## config.mk

```make
export PLATFORM = sky130hd
export DESIGN_NAME = ula_pipe
export DESIGN_NICKNAME = d
export VERILOG_FILES = /design/src/rtl/ula_pipe.sv
export SDC_FILE = /design/constraint.sdc
export NUM_CORES = 1
export LEC_CHECK = 0
export ABC_AREA = 0
export BUFFER_PORTS_ARGS = -buffer_cell sky130_fd_sc_hd__buf_4
export CAP_MARGIN = 20
export CORE_ASPECT_RATIO = 1.1
export CORE_MARGIN = 2
export CORE_UTILIZATION = 35
export CTS_CLUSTER_DIAMETER = 60
export DETAILED_ROUTE_END_ITERATION = 12
export PLACE_DENSITY = 0.55
export REMOVE_ABC_BUFFERS = 1
export SYNTH_ARGS = -nofsm -noshare
export SYNTH_HDL_FRONTEND = slang
export SYNTH_SLANG_ARGS = --single-unit
```

## constraint.sdc

```tcl
create_clock -name clk -period 4.15 [get_ports clk]
set_clock_uncertainty 0.05 [all_clocks]
set_input_delay 0.415 -clock clk [delete_from_list [all_inputs] [get_ports clk]]
set_output_delay 0.415 -clock clk [all_outputs]
set_load 0.1 [all_outputs]
```

## src/rtl/ula_pipe.sv

```systemverilog
// WIDTH-generic ALU, one request in flight; 1-cycle latency, DIV takes WIDTH cycles (restoring radix-2).
// Backpressure: a result is held stable until out_ready; a new request is taken on the consuming edge.
module ula_pipe #(
    parameter int WIDTH = 16,
    parameter int TAG_W = 4
) (
    input  logic                 clk,
    input  logic                 rst_n,
    input  logic                 in_valid,
    output logic                 in_ready,
    input  logic [3:0]           in_op,
    input  logic [WIDTH-1:0]     in_a,
    input  logic [WIDTH-1:0]     in_b,
    input  logic [TAG_W-1:0]     in_tag,
    output logic                 out_valid,
    input  logic                 out_ready,
    output logic [2*WIDTH-1:0]   out_result,
    output logic                 out_carry,
    output logic                 out_err,
    output logic [TAG_W-1:0]     out_tag
);

    localparam logic [1:0] S_IDLE = 2'd0;
    localparam logic [1:0] S_DIV  = 2'd1;
    localparam logic [1:0] S_HOLD = 2'd2;

    localparam logic [3:0] OP_ADD = 4'd1;
    localparam logic [3:0] OP_SUB = 4'd2;
    localparam logic [3:0] OP_MUL = 4'd3;
    localparam logic [3:0] OP_DIV = 4'd4;
    localparam logic [3:0] OP_AND = 4'd5;
    localparam logic [3:0] OP_OR  = 4'd6;
    localparam logic [3:0] OP_XOR = 4'd7;
    localparam logic [3:0] OP_REV = 4'd8;

    localparam int CNT_W = $clog2(WIDTH);
    localparam logic [CNT_W-1:0] CNT_LAST = CNT_W'(WIDTH - 1);

    logic [1:0]           state;
    logic [WIDTH-1:0]     div_rem;
    logic [WIDTH-1:0]     div_quo;
    logic [WIDTH-1:0]     div_dsr;
    logic [CNT_W-1:0]     div_cnt;
    logic [TAG_W-1:0]     div_tag;
    logic                 div_zero;

    logic                 accept;
    logic [WIDTH:0]       sum;
    logic [WIDTH:0]       diff;
    logic [2*WIDTH-1:0]   prod;
    logic [2*WIDTH-1:0]   alu_result;
    logic                 alu_carry;
    logic                 alu_err;

    logic [WIDTH:0]       div_shift;
    logic [WIDTH:0]       div_trial;
    logic [WIDTH-1:0]     nxt_rem;
    logic [WIDTH-1:0]     nxt_quo;

    assign in_ready = (state == S_IDLE) || ((state == S_HOLD) && out_ready);
    assign accept   = in_valid && in_ready;

    always_comb begin
        sum        = {1'b0, in_a} + {1'b0, in_b};
        diff       = {1'b0, in_a} - {1'b0, in_b};
        prod       = {{WIDTH{1'b0}}, in_a} * {{WIDTH{1'b0}}, in_b};
        alu_result = '0;
        alu_carry  = 1'b0;
        alu_err    = 1'b0;
        case (in_op)
            OP_ADD: begin
                alu_result[WIDTH:0] = sum;
                alu_carry           = sum[WIDTH];
            end
            OP_SUB: begin
                // Bit WIDTH of the widened difference is the borrow (a < b).
                alu_result[WIDTH-1:0] = diff[WIDTH-1:0];
                alu_carry             = diff[WIDTH];
            end
            OP_MUL: alu_result = prod;
            OP_DIV: alu_err = 1'b0;
            OP_AND: alu_result[WIDTH-1:0] = in_a & in_b;
            OP_OR:  alu_result[WIDTH-1:0] = in_a | in_b;
            OP_XOR: alu_result[WIDTH-1:0] = in_a ^ in_b;
            OP_REV: begin
                for (int i = 0; i < WIDTH; i++) begin
                    alu_result[i] = in_a[WIDTH-1-i];
                end
            end
            default: alu_err = 1'b1;
        endcase
    end

    // Restoring step; a zero divisor naturally yields all-ones quotient and remainder = dividend.
    always_comb begin
        div_shift = {div_rem, div_quo[WIDTH-1]};
        div_trial = div_shift - {1'b0, div_dsr};
        if (!div_trial[WIDTH]) begin
            nxt_rem = div_trial[WIDTH-1:0];
            nxt_quo = {div_quo[WIDTH-2:0], 1'b1};
        end else begin
            nxt_rem = div_shift[WIDTH-1:0];
            nxt_quo = {div_quo[WIDTH-2:0], 1'b0};
        end
    end

    always_ff @(posedge clk or negedge rst_n) begin
        if (!rst_n) begin
            state      <= S_IDLE;
            out_valid  <= 1'b0;
            out_result <= '0;
            out_carry  <= 1'b0;
            out_err    <= 1'b0;
            out_tag    <= '0;
            div_rem    <= '0;
            div_quo    <= '0;
            div_dsr    <= '0;
            div_cnt    <= '0;
            div_tag    <= '0;
            div_zero   <= 1'b0;
        end else begin
            case (state)
                S_DIV: begin
                    div_rem <= nxt_rem;
                    div_quo <= nxt_quo;
                    div_cnt <= div_cnt + 1'b1;
                    if (div_cnt == CNT_LAST) begin
                        out_result <= {nxt_rem, nxt_quo};
                        out_carry  <= 1'b0;
                        out_err    <= div_zero;
                        out_tag    <= div_tag;
                        out_valid  <= 1'b1;
                        state      <= S_HOLD;
                    end
                end
                default: begin
                    if (state == S_HOLD && out_ready) begin
                        out_valid <= 1'b0;
                        state     <= S_IDLE;
                    end
                    if (accept) begin
                        if (in_op == OP_DIV) begin
                            div_rem   <= '0;
                            div_quo   <= in_a;
                            div_dsr   <= in_b;
                            div_cnt   <= '0;
                            div_tag   <= in_tag;
                            div_zero  <= (in_b == '0);
                            out_valid <= 1'b0;
                            state     <= S_DIV;
                        end else begin
                            out_result <= alu_result;
                            out_carry  <= alu_carry;
                            out_err    <= alu_err;
                            out_tag    <= in_tag;
                            out_valid  <= 1'b1;
                            state      <= S_HOLD;
                        end
                    end
                end
            endcase
        end
    end

endmodule
```

Word level (Yosys, flattened, before mapping)
Index checks and enable logic that the tools add are counted.

storage, ports and cells
  register bits = 98
  output and inout bits = 40
  input bits = 44
  word-level logic and storage cells = 89

operators by class
  reduce and logical (&&, ||, !) cells = 13
  $mul = 1
  add/subtract/negate cells = 4
  equality and inequality tests = 13
  mux-type cells = 42
  bitwise operators = 4

operators with widths
  operator                                              count
  2-to-1 mux 32 bit                                     4
  2-to-1 mux 16 bit                                     7
  case mux 16 bit (7 select lines)                      1
  multiplier 16 x 16 -> 32 bit                          1
  2-to-1 mux 4 bit                                      7
  adder 16 x 16 -> 17 bit                               1
  subtractor 16 x 16 -> 17 bit                          1
  subtractor 17 x 16 -> 17 bit                          1
  AND 16 bit                                            1
  equality test 4 x 3 -> 1 bit (second input constant)  4
  logical NOT 16 bit                                    1
  OR 16 bit                                             1
  XOR 16 bit                                            1
  2-to-1 mux 1 bit                                      15
  2-to-1 mux 15 bit                                     1
  2-to-1 mux 2 bit                                      5
  equality test 4 x 2 -> 1 bit (second input constant)  2
  equality test 4 bit (second input constant)           2
  OR reduction 7 bit                                    1
  AND reduction 3 bit                                   2
  adder 4 x 1 -> 4 bit (second input constant)          1
  equality test 4 x 1 -> 1 bit (second input constant)  1
  case mux 1 bit (2 select lines)                       2
  AND reduction 2 bit                                   2
  other kinds (10)                                      12

Longest topological paths before layout
  depth after elaboration = 6
  gate-level depth with buffers = 25
  mapped depth without buffers = 23

Worst setup path before layout
OpenSTA, ideal clock, no wires.

  path kind = in2reg
  from = input port in_b[9]
  to = register out_result[31]
  path buffers = 3
  arrival = 6.256 ns
  stages = 25
  path slack = -2.280 ns
  path through = clkbuf_1 > clkbuf_1 > nand2_1 > fa_1 > inv_1 > fa_1 > inv_1 > fa_1 > inv_1 > fa_1 > fa_1 > inv_1 > fa_1 > inv_1 > ha_1 > buf_2 > a21o_1 > a211oi_2 > or4b_1 > nor3_1 > o21ai_1 > o221ai_1 > xnor2_1 > nor2_1 > o31a_1

between the ends
  cells in the longest elaborated chain, start to end = 5

ends and longest elaborated chain
  what                          line  text
  start: declaration            13    input logic [WIDTH-1:0] in_b,
  multiplier 16 x 16 -> 32 bit  66    prod = {{WIDTH{1'b0}}, in_a} * {{WIDTH{1'b0}}, in_b};
  2-to-1 mux 15 bit             70    case (in_op)
  2-to-1 mux 32 bit             142   if (in_op == OP_DIV) begin
  2-to-1 mux 32 bit             141   if (accept) begin
  2-to-1 mux 32 bit             122   case (state)
  end signal: assignment        128   out_result <= {nxt_rem, nxt_quo};
  end signal: assignment        152   out_result <= alu_result;
  end: declaration              17    output logic [2*WIDTH-1:0] out_result,

Every way passes these cells. The select of a mux whose other input is x is not followed.
A chain may end at the register's enable or synchronous reset.

Worst setup path after layout
  from = input port in_a[4]
  to = register out_result[26]

between the ends
  cells in the longest elaborated chain, start to end = 5

ends and longest elaborated chain
  what                          line  text
  start: declaration            12    input logic [WIDTH-1:0] in_a,
  multiplier 16 x 16 -> 32 bit  66
  2-to-1 mux 15 bit             70
  2-to-1 mux 32 bit             142
  2-to-1 mux 32 bit             141
  2-to-1 mux 32 bit             122

Every way passes these cells. The select of a mux whose other input is x is not followed.

==> out/summary.txt <==
====================================================================================================
WP data arrival                                                                              6.21 ns
Max FO, Critical Path                                                                              6
Count of input and output buffers                                                                 83
Core ar.                                                                                0.04354 mm^2
Wire length of the first global-routing pass                                                92200 um
GRT Util Overall                                                                              26.76%
Setup violators final                                                                             27
Count of TritonRoute iterations in the first routing pass                                          5
Number of distinct library cell variants in the gate-level netlist after synthesis                72
Failing checks                                                                          setup timing
DR vias/cell                                                                                   5.293
Type of origin of the critical path                                                       input port
Fraction of final layout cells sized beyond drive strength 1                                  25.13%
Most common cell in the synthesized netlist                                             sky130_fd_sc_hd__inv_1
Initial Util                                                                                  35.59%
Run status                                                                              finished, violations left
Number of maximum-capacitance violations                                                           0
Placed cell area                                                                        0.01833 mm^2
CTS tree                                                                                        done
Antenna violations before repair                                                                   0
Setup repair after global routing missed its margin                                             true
Root Buffer Master                                                                      sky130_fd_sc_hd__clkbuf_16
Critical path data required time                                                             4.35 ns
Count of antenna-violating nets left after detailed routing                                        0
Main area contributors after synthesis                                                  sky130_fd_sc_hd__fa_1 25%, sky130_fd_sc_hd__dfrtp_1 16%, sky130_fd_sc_hd__ha_1 14%, sky130_fd_sc_hd__inv_1 7.3%, sky130_fd_sc_hd__nand2_1 7.0%
Maximum achievable frequency                                                              0.1664 GHz
IO Pins                                                                                           84
Chip Height                                                                                 224.7 um
Syn. warnings                                                                                      0
Via count of the first global-routing pass                                                     15450
Post-Synthesis Cells                                                                            1887
Bufs on Longest Clock Path                                                                         2
Critical R2R Capture                                                                    out_result[26]
FF+latch count, synth                                                                             97
R2R Setup Slk                                                                                0.58 ns
Sinks on Clock Net                                                                                97
Final hold violation count                                                                         0
Depth of the most critical reg-to-reg path                                                        13
Pin count of the biggest net entering global routing                                              72
Summed area of non-filler cells in the final layout                                     0.02014 mm^2
Area leader, netlist                                                                    sky130_fd_sc_hd__fa_1
Die Span X                                                                                  204.6 um
Actual transition at the worst max-transition pin                                          0.9265 ns
Initial DRC count                                                                                820
Placer's final routability congestion estimate                                                0.9365
H-tree level count                                                                                 3
Vias                                                                                           14550
Clock period minus worst slack                                                              6.008 ns
Worst setup path class                                                                  input port to flip-flop
Clock-pin slew reported for the worst setup and hold paths after clock tree synthesis        0.07 ns
Fin. max-slew vios                                                                                 0
Synthesis-to-layout area growth                                                               29.95%
Sum of routed wire length over all layers                                                   59620 um
Remaining global-route overflow                                                                    0
Number of enable flip-flop cells after synthesis                                                   0
Type of destination of the critical path                                                   flip-flop
Worst slew margin relative to its limit                                                       38.23%
Clock latency on the worst-skew pair                                                         0.37 ns
Fraction of post-synthesis cell area in the top cell type by area                             25.45%
Nets@finish                                                                                     2578
Register area share after synthesis                                                           15.66%
Portion of the clock cycle consumed by the worst path in the final layout                     144.8%
Commonest cells in the synthesized netlist                                              300 x sky130_fd_sc_hd__inv_1, 290 x sky130_fd_sc_hd__nand2_1, 197 x sky130_fd_sc_hd__fa_1, 181 x sky130_fd_sc_hd__nor2_1, 169 x sky130_fd_sc_hd__ha_1
Site Rows                                                                                         80
Async SR Flop Fraction                                                                        100.0%
Number of CTS-inserted buffers                                                                     9
Die Area                                                                                0.04598 mm^2
Final worst-path setup slack                                                               -1.858 ns
Type of the tightest min-delay check                                                    input port to asynchronous set/reset pin
Area of the mapped netlist                                                              0.01550 mm^2
Count of hold-fix buffers inserted at cts                                                          0
Prevailing post-synth register cell                                                     sky130_fd_sc_hd__dfrtp_1
Final HPWL DP                                                                               47940 um
DRC Markers                                                                                        0
Launch instance of the worst register-to-register path                                   div_quo[15]
Routed wire length per instance                                                             21.69 um
Avg Cell Area, Syn                                                                        8.213 um^2
====================================================================================================
what timing repair did:
action | in CTS | in global routing
cloned | 0 | 0
setup endpoints to repair | 27 | 27
pin swaps | 91 | 66
buffers inserted | 30 | 14
gates resized for setup | 189 | 89
how the worst max path moves through the flow:
stage | start | end | slack (ns) | depth (start not counted)
2_1_floorplan | in_b[4] | out_result[31] | -2.01 | 22
3_3_place_gp | in_b[4] | out_result[31] | -2.82 | 25
3_5_place_dp | in_b[6] | out_result[31] | -2.84 | 25
4_1_cts | in_b[6] | out_result[31] | -1.84 | 26
5_1_grt | in_b[7] | out_result[31] | -2.05 | 26
6_report | in_a[4] | out_result[26] | -1.86 | 25
layer usage:
layer,track usage [%],wire [um],vias up
met4,12.90,3370,0
li1,-,-,6742
met5,0,0,-
met2,45.95,29280,415
met1,32.99,24150,7258
met3,3.651,2813,130
critical path, cell delays in order:
cell	delay, ns
sky130_fd_sc_hd__buf_4	0.13
sky130_fd_sc_hd__clkinv_4	0.10
sky130_fd_sc_hd__nor2_1	0.06
sky130_fd_sc_hd__buf_4	0.13
sky130_fd_sc_hd__fa_1	0.50
sky130_fd_sc_hd__inv_1	0.06
sky130_fd_sc_hd__fa_1	0.53
sky130_fd_sc_hd__inv_1	0.05
sky130_fd_sc_hd__fa_1	0.48
sky130_fd_sc_hd__fa_1	0.51
sky130_fd_sc_hd__fa_1	0.54
sky130_fd_sc_hd__inv_1	0.05
sky130_fd_sc_hd__fa_1	0.49
sky130_fd_sc_hd__inv_2	0.05
sky130_fd_sc_hd__ha_4	0.25
sky130_fd_sc_hd__a21o_1	0.17
sky130_fd_sc_hd__a21o_1	0.22
sky130_fd_sc_hd__a31oi_4	0.18
sky130_fd_sc_hd__a2bb2oi_4	0.19
sky130_fd_sc_hd__o311ai_4	0.11
sky130_fd_sc_hd__buf_6	0.16
sky130_fd_sc_hd__a31oi_4	0.26
sky130_fd_sc_hd__xor2_1	0.19
sky130_fd_sc_hd__o22ai_1	0.09
sky130_fd_sc_hd__mux2_4	0.27
state kept, by name, summed over array words and instances, names as in the netlist:
| signal | cells |
|---|---|
| div_dsr | 16 |
| state | 1 |
| div_quo | 16 |
| out_carry | 1 |
| out_tag | 4 |
| div_cnt | 4 |
| div_rem | 16 |
| div_zero | 1 |
| div_tag | 4 |
| out_valid | 1 |
| out_result | 32 |
| out_err | 1 |
stage by stage:
stage | hold WS, ns | setup slack, ns | setup TNS [ns] | utilization (%) | std cells
after floorplan | 0.06941 | -2.013 | -49.67 | - | 1800
after global placement | 0.4029 | -2.824 | -56.05 | 42.10 | 2693
after detailed placement | 0.4108 | -2.837 | -56.71 | 42.10 | 2693
after CTS | 0.1523 | -1.839 | -37.98 | 45.25 | 2737
after global routing | 0.2033 | -2.050 | -42.63 | 46.24 | 2747
final | 0.1161 | -1.858 | -37.77 | 46.25 | 2748
cell families (layout without fill, tap and decap cells):
kind of cell,count (synthesis),count (layout),share of synthesized area [%]
and+or+nand+nor,573,573,15.31
other,0,1,0
AOI/OAI and AO/OA,399,399,17.04
adders and majority gates,366,366,39.09
buffers and inverters,399,685,9.769
xor gates and xnor gates,39,39,2.204
muxes,14,14,0.9285
DFF,97,97,15.66
final cells by class:
cell class | instances | area (um^2)
clock inverter | 7 | 83.83
antenna | 1 | 2.502
multi-input combinational | 1391 | 12450
fill | 4305 | 23400
tap | 574 | 718.2
clock buffer | 9 | 225.2
sequential | 97 | 2427
inverter | 312 | 1191
timing repair buffer | 357 | 3037
cell usage in the layout, fill, tap and decap left out, types with 31 or more instances in the layout:
master,instances
sky130_fd_sc_hd__buf_6,49
sky130_fd_sc_hd__fa_1,190
sky130_fd_sc_hd__nor2_1,151
sky130_fd_sc_hd__a21o_1,34
sky130_fd_sc_hd__inv_1,269
sky130_fd_sc_hd__ha_1,148
sky130_fd_sc_hd__a21oi_1,73
sky130_fd_sc_hd__buf_4,289
sky130_fd_sc_hd__nand2_1,284
sky130_fd_sc_hd__dfrtp_1,97
sky130_fd_sc_hd__inv_2,31
sky130_fd_sc_hd__o21ai_0,80
Power is not shown: default switching activity piles up to over one toggle a cycle in this logic, so the estimate is an artifact.
